--- src/rtl/stream_mux_pkg.sv ---
// Shared constants and types for the 4:1 round-robin stream multiplexer.
package stream_mux_pkg;

  localparam int unsigned N_CH  = 4;
  localparam int unsigned SEL_W = 2;

  typedef enum logic [0:0] {
    MUX_IDLE,
    MUX_LOCKED
  } mux_state_t;

endpackage

--- src/rtl/rr_arbiter4.sv ---
// Combinational 4-way round-robin picker: first requester at or after ptr, wrapping.
module rr_arbiter4
  import stream_mux_pkg::*;
(
  input  logic [N_CH-1:0]  req,
  input  logic [SEL_W-1:0] ptr,
  output logic [SEL_W-1:0] gnt_idx,
  output logic             gnt_any
);

  always_comb begin
    gnt_idx = ptr;
    gnt_any = |req;
    // Walk offsets from farthest to nearest so the nearest requester wins.
    for (int i = N_CH - 1; i >= 0; i--) begin
      if (req[ptr + SEL_W'(i)]) begin
        gnt_idx = ptr + SEL_W'(i);
      end
    end
  end

endmodule

--- src/rtl/stream_mux4_rr.sv ---
// Four-input packet stream mux; grant is held for a whole packet, beats tagged with out_sel.
module stream_mux4_rr
  import stream_mux_pkg::*;
#(
  parameter int unsigned DATA_W = 8
) (
  input  logic                     clk,
  input  logic                     rst,
  input  logic [N_CH-1:0]          in_valid,
  input  logic [N_CH*DATA_W-1:0]   in_data,
  input  logic [N_CH-1:0]          in_last,
  output logic [N_CH-1:0]          in_ready,
  output logic                     out_valid,
  output logic [DATA_W-1:0]        out_data,
  output logic                     out_last,
  output logic [SEL_W-1:0]         out_sel,
  input  logic                     out_ready
);

  mux_state_t        state;
  logic [SEL_W-1:0]  grant;
  logic [SEL_W-1:0]  rr_ptr;
  logic [SEL_W-1:0]  arb_idx;
  logic              arb_any;
  logic              accept;
  logic              grant_last;
  logic [DATA_W-1:0] grant_data;

  rr_arbiter4 u_arb (
    .req     (in_valid),
    .ptr     (rr_ptr),
    .gnt_idx (arb_idx),
    .gnt_any (arb_any)
  );

  // Only the locked channel may be accepted, and only when the output slot frees up.
  always_comb begin
    in_ready = '0;
    if (state == MUX_LOCKED) begin
      in_ready[grant] = !out_valid || out_ready;
    end
  end

  always_comb begin
    grant_data = '0;
    for (int i = 0; i < N_CH; i++) begin
      if (grant == SEL_W'(i)) begin
        grant_data = in_data[i*DATA_W +: DATA_W];
      end
    end
  end

  assign grant_last = in_last[grant];
  assign accept     = in_valid[grant] && in_ready[grant];

  always_ff @(posedge clk) begin
    if (rst) begin
      state     <= MUX_IDLE;
      grant     <= '0;
      rr_ptr    <= '0;
      out_valid <= 1'b0;
      out_data  <= '0;
      out_last  <= 1'b0;
      out_sel   <= '0;
    end else begin
      unique case (state)
        MUX_IDLE: begin
          if (arb_any) begin
            grant <= arb_idx;
            state <= MUX_LOCKED;
          end
        end
        MUX_LOCKED: begin
          if (accept && grant_last) begin
            state  <= MUX_IDLE;
            rr_ptr <= grant + SEL_W'(1);
          end
        end
        default: state <= MUX_IDLE;
      endcase

      // A same-cycle drain and accept simply overwrites the slot.
      if (accept) begin
        out_valid <= 1'b1;
        out_data  <= grant_data;
        out_last  <= grant_last;
        out_sel   <= grant;
      end else if (out_valid && out_ready) begin
        out_valid <= 1'b0;
      end
    end
  end

endmodule

--- config.mk ---
export PLATFORM = sky130hd
export DESIGN_NAME = stream_mux4_rr
export DESIGN_NICKNAME = d
export VERILOG_FILES = /design/src/rtl/stream_mux_pkg.sv /design/src/rtl/rr_arbiter4.sv /design/src/rtl/stream_mux4_rr.sv
export SDC_FILE = /design/constraint.sdc
export NUM_CORES = 1
export LEC_CHECK = 0
export CORE_MARGIN = 5
export CORE_UTILIZATION = 60
export DETAILED_ROUTE_END_ITERATION = 6
export DONT_BUFFER_PORTS = 1
export PLACE_DENSITY = 0.76
export SLEW_MARGIN = 20
export SYNTH_ARGS = -nofsm -noshare
export SYNTH_HDL_FRONTEND = slang
export SYNTH_SLANG_ARGS = --single-unit
--- constraint.sdc ---
create_clock -name clk -period 4.29 [get_ports clk]
set_clock_uncertainty 0.1 [all_clocks]
set_input_delay 0.429 -clock clk [delete_from_list [all_inputs] [get_ports clk]]
set_output_delay 0.429 -clock clk [all_outputs]
set_load 0.005 [all_outputs]
# Yosys cells after proc, flatten, opt, wreduce, memory -nomap -nowiden
# Cells that the tools add are included.
dict set report totals {
  ff_bits 17
  latch_bits 0
  ram_bits 0
  romBits 0
  in_bits 43
  out_inout_bits 16
  word_cells 63
  memories 0
}
dict set report classes {
  n_addsub 4
  multipliers 0
  div 0
  n_lt_le_gt_ge 6
  n_eq_ne 3
  shift 0
  muxes 30
  bitwise_logic 2
  n_reduce_logical 11
}
# op n
set ops {}
lappend ops {{$mux 8} 4}
lappend ops {{$lt 2x3->1 const B} 5}
lappend ops {{$bmux 1 s2} 7}
lappend ops {{$mux 1} 12}
lappend ops {{$mux 2} 4}
lappend ops {{$add 2x1->2 const B} 2}
lappend ops {{$add 2x2->2 const B} 2}
lappend ops {{$and 4x4->4} 1}
lappend ops {{$eq 2x2->1 const B} 2}
lappend ops {{$logic_and 1x1->1} 4}
lappend ops {{$mux 4} 1}
lappend ops {{$reduce_and 2->1} 2}
lappend ops {{$reduce_or 4->1} 1}
lappend ops {{$demux 1 s2} 1}
lappend ops {{$eq 2x1->1 const B} 1}
lappend ops {{$ge 2x1->1 const B} 1}
lappend ops {{$logic_not 2->1} 1}
lappend ops {{$pmux 1 s2} 1}
lappend ops {{$reduce_bool 2->1} 1}
lappend ops {{$logic_not 1->1} 1}
lappend ops {{$logic_or 1x1->1} 1}
lappend ops {{$not 1->1} 1}

# Depth between registers and ports, before layout
dict set report logic_depth {
  depth_word 12
  mapped_depth 9
  mapped_depth_nobuf 6
}

# Modules after synthesis
# Synthesis repeated with hierarchy kept, for this count alone.
dict set report hier_totals {
  hier_cells 139
  area_unflattened_um2 1147.4
}
# mod n_inst cells_per_inst area_each_um2 seq_area_each_um2
set modules_own_cells {}
lappend modules_own_cells {stream_mux4_rr 1 123 1047.3 340.3}
lappend modules_own_cells {rr_arbiter4 1 16 100.1 0.0}

# Worst setup path after synthesis
# No wires, ideal clock.
dict set report synth_timing {
  path_kind {register to register}
  start {register grant[1]}
  end {register out_data[2]}
  setup_ns 0.088
  t_arrival_ns 1.755
  t_required_ns 4.102
  path_slack_ns 2.347
  path_stages_with_launch 8
  path_buffers 2
  period_less_slack_ns 1.943
  path_cell_list {dfxtp_1 ha_1 buf_2 nand3_1 a2111oi_4 buf_6 nor3_1 a311oi_2}
}
dict set report synth_via {
  elab_chain_len 9
  elab_cells_between_ends 20
  cone_classes {order compare (2); eq/ne (3); mux (11); bitwise (1); reduce/logical (3)}
}
# item line
set synth_lines {}
lappend synth_lines {{start, declared} stream_mux4_rr.sv:21} ;# logic [SEL_W-1:0] grant;
lappend synth_lines {{start signal, assigned} stream_mux4_rr.sv:69} ;# grant <= arb_idx;
lappend synth_lines {{$lt 2x3->1 (not written as such) / $ge 2x1->1 (equally long branches)} stream_mux4_rr.sv:40} ;# in_ready[grant] = !out_valid || out_ready;
lappend synth_lines {{$logic_and 1x1->1 (not written as such)} stream_mux4_rr.sv:40}
lappend synth_lines {{$mux 1 (not written as such)} stream_mux4_rr.sv:40}
lappend synth_lines {{$demux 1 s2} stream_mux4_rr.sv:40}
lappend synth_lines {{$and 4x4->4 (no source line)} --}
lappend synth_lines {{$mux 4} stream_mux4_rr.sv:39} ;# if (state == MUX_LOCKED) begin
lappend synth_lines {{$bmux 1 s2} stream_mux4_rr.sv:54} ;# assign accept = in_valid[grant] && in_ready[grant];
lappend synth_lines {{$mux 1 (not written as such)} stream_mux4_rr.sv:54}
lappend synth_lines {{$logic_and 1x1->1} stream_mux4_rr.sv:54}
lappend synth_lines {{end signal, assigned} stream_mux4_rr.sv:85} ;# out_data <= grant_data;
lappend synth_lines {{end, declared} stream_mux4_rr.sv:14} ;# output logic [DATA_W-1:0] out_data,
# Parallel ways exist; a longest one is shown, timed or not. The select of a mux whose other input is x is not followed.
# A chain may end at the register's enable or synchronous reset.

# Worst setup path after layout
# Same ends and word-level chain as after synthesis.

==> results.sh <==
export IMPL_power_density_mw_per_mm2=282
export IMPL_grt_pass1_vias=1057
export IMPL_dr_pass1_iters=4
export IMPL_die_w_um=55.6
export IMPL_core_mm2=0.00196
export IMPL_r2r_slack_ns=1.43
export IMPL_drive_gt1_share_pct=9.93
export IMPL_final_area_mm2=0.00123
export IMPL_yosysSeqAreaShare_pct=27.3
export IMPL_syn_cell_area_mm2=0.00124
export IMPL_crit_chain="ha_1 -> nand3_1 -> a2111oi_4 -> or2_2 -> a311oi_2"
export IMPL_dpl_cell_area_mm2=0.00121
export IMPL_rsz0062_at_grt="no"
export IMPL_yosys_warnings=0
export IMPL_syn_nets=195
export IMPL_clock_sinks=17
export IMPL_antenna_left=0
export IMPL_multiInputGateArea_um2=786
export IMPL_final_setup_tns_ns=0
export IMPL_fp_dieArea_mm2=0.00309
export IMPL_wl_per_cell_um=18.2
export IMPL_antenna_found_initial=0
export IMPL_rows=16
export IMPL_finalWirelength_um=3060
export IMPL_areaGrowthSynthToFinish_pct=-0.804
export IMPL_grt_max_degree=20
export IMPL_max_clock_path_buffers=2
export IMPL_crit_type="reg2reg"
export IMPL_die_h_um=55.6
export IMPL_startpoint_type="flip-flop"
export IMPL_fin_crit_ns=2.86
export IMPL_cts_setup_buffers=0
export IMPL_worst_slew_pin_slew_ns=0.733
export IMPL_synth_seq_cells=17
export IMPL_end_kind="flip-flop"
export IMPL_gr_total_overflow=0
export IMPL_initial_core_util_pct=63.5
export IMPL_async_reset_ff_share_pct=0
export IMPL_ys_flop_type="dfxtp_1"
export IMPL_cts_root_buf="clkbuf_4"
export IMPL_slew_headroom_pct=51.1
export IMPL_arrival_ns=2.92
export IMPL_regArea_um2=340
export IMPL_portBuffers=0
export IMPL_holdWs_ns=0.0933
export IMPL_clk_pin_slew_ns=0.10
export IMPL_clock_latency_ns=0.29
export IMPL_grt_pass1_wl_um=5040
export IMPL_hpwl_um=2420
export IMPL_nets=189
export IMPL_crit_start="grant[1]$_SDFFE_PP0P_"
export IMPL_hold_viol=0
export IMPL_irDropWorstVdd_mv=0.133
export IMPL_r2r_start="grant[1]$_SDFFE_PP0P_"
export IMPL_p_leak_nw=0.478
export IMPL_min_period_over_period_pct=66.8
export IMPL_crit_required_ns=4.35
export IMPL_cpMaxStageDelayCell="a2111oi_4"
export IMPL_cts_resized=0
export IMPL_io_pins=59
export IMPL_drcViolationCount=0
export IMPL_cp_max_fo=19
export IMPL_r2r_end="out_data[2]$_SDFFE_PP0P_"
export IMPL_drv_slew=0
export IMPL_first_iter_violations=39
export IMPL_vias_per_cell=6.54
export IMPL_status="complete, no violations"
export IMPL_fillers=193
export IMPL_numCtsBuffers=3
export IMPL_synthCells=148
export IMPL_hold_buffers=0
export IMPL_synth_edff_count=0
export IMPL_hold_class="in2reg"
export IMPL_maxCapViolCount=0
export IMPL_finalSetupViolCount=0
export IMPL_hold_depth=1
export IMPL_slowest_delay_ns=0.73
export IMPL_cts_tree="built"
export IMPL_num_vias=1099
export IMPL_antennaDiodeCount=0
export IMPL_endpoint="out_data[2]$_SDFFE_PP0P_"
export IMPL_cts_htree_levels=1
export IMPL_place_gp_congestion=0.832
export IMPL_ys_types=39
export IMPL_syn_area_per_cell_um2=8.41
export IMPL_ff2ff_path_depth=5
export IMPL_track_usage_pct=20.2
export IMPL_max_freq_mhz=349
worst max-delay path, delay by kind of cell (launching register included):
kind	cells	cell delay, ns
adder cells (fa/ha/maj)	1	0.61
AO/OA/AOI/OAI	2	0.86
flip-flops	1	0.54
AND/OR/NAND/NOR	2	0.61
cell families (layout without fill, tap and decap cells):
family | after synthesis | count (layout) | synth area share (%)
and+or+nand+nor | 40 | 40 | 19.1
adders and majority gates | 4 | 4 | 4.02
muxes | 3 | 3 | 3.42
AOI/OAI and AO/OA | 60 | 60 | 36.6
DFF | 17 | 17 | 27.3
buffers and inverters | 24 | 17 | 9.55
cells in the mapped netlist, drive strengths merged, types with 3 or more instances:
cell type,n,share of area (%)
a22oi,5,3.0
nor2,3,0.90
nand2,13,3.9
a211oi,3,1.8
nand3,3,1.2
ha,4,4.0
nor3,3,1.2
o31ai,5,3.0
a221o,5,4.0
buf,6,4.1
clkbuf,5,1.5
o21ai,10,4.0
a311oi,3,3.6
inv,12,3.6
and3,4,2.0
a21oi,20,8.0
dfxtp,17,27
o21a,3,1.8
nand2b,3,1.5
flip-flops by register name, summed over array words and instances (netlist names):
name / flops
out_data: 8
grant: 2
out_sel: 2
rr_ptr: 2
out_last: 1
out_valid: 1
state: 1
worst min-delay path by stage:
stage                                  startpoint                      end  slack, ns
after floorplan           out_sel[1]$_SDFFE_PP0P_  out_sel[1]$_SDFFE_PP0P_       0.37
after global placement    out_sel[1]$_SDFFE_PP0P_  out_sel[1]$_SDFFE_PP0P_       0.39
after detailed placement  out_sel[1]$_SDFFE_PP0P_  out_sel[1]$_SDFFE_PP0P_       0.40
after CTS                                     rst  out_sel[1]$_SDFFE_PP0P_       0.09
after global routing                          rst  out_sel[0]$_SDFFE_PP0P_       0.08
final                                         rst  out_sel[1]$_SDFFE_PP0P_       0.09
routing by layer:
metal  vias up  track usage, %  routed length [µm]
li1        536               -                   -
met4         0            4.86                  22
met3         4            5.83                 228
met5         -               0                   0
met2        53            30.6                1400
met1       506            28.0                1400
cells in the final DEF (no fill, tap or decap), drive strengths merged:
master / netlist / layout
a22oi: 5 / 5
or4: 1 / 1
inv: 12 / 12
o221ai: 1 / 1
nor3: 3 / 3
mux4: 1 / 1
a311oi: 3 / 3
a221o: 5 / 5
nand3: 3 / 3
mux2i: 2 / 2
a2111oi: 2 / 2
a211oi: 3 / 3
nand4: 1 / 1
nor2: 3 / 3
clkinv: 1 / 1
or2: 1 / 1
o31ai: 5 / 5
nand2: 13 / 13
ha: 4 / 4
dfxtp: 17 / 17
nand3b: 2 / 2
nand2b: 3 / 3
or3b: 1 / 1
clkbuf: 5 / 4
o211ai: 1 / 1
a21oi: 20 / 20
nor3b: 2 / 2
o22a: 1 / 1
o21ai: 10 / 10
nor2b: 1 / 1
o211a: 1 / 1
and2b: 1 / 1
nor4: 1 / 1
o21a: 3 / 3
and3: 4 / 4
per-stage QoR:
stage | utilization (%) | power [mW] | setup slack [ns] | cells
final | 62.9 | 0.349 | 1.43 | 168
after global routing | 62.9 | 0.367 | 1.18 | 168
after CTS | 62.9 | 0.348 | 1.46 | 168
after detailed placement | 61.6 | 0.265 | 1.50 | 164
after global placement | 61.6 | 0.263 | 1.59 | 164
after floorplan | - | 0.254 | 2.35 | 148
cell type report:
class / instances / area share, %
tap: 27 / 2.74
inverter: 13 / 3.95
sequential: 17 / 27.6
clock buffer: 4 / 2.13
multi-input combinational: 107 / 63.6
power breakdown:
part | total [mW] | leakage (nW) | switching (mW) | internal (mW)
Clock | 0.0856 | 0.0150 | 0.0494 | 0.0361
Sequential | 0.182 | 0.139 | 0.0127 | 0.169
Combinational | 0.0813 | 0.324 | 0.0448 | 0.0365
No activity file was read; power rests on OpenSTA's default activity.
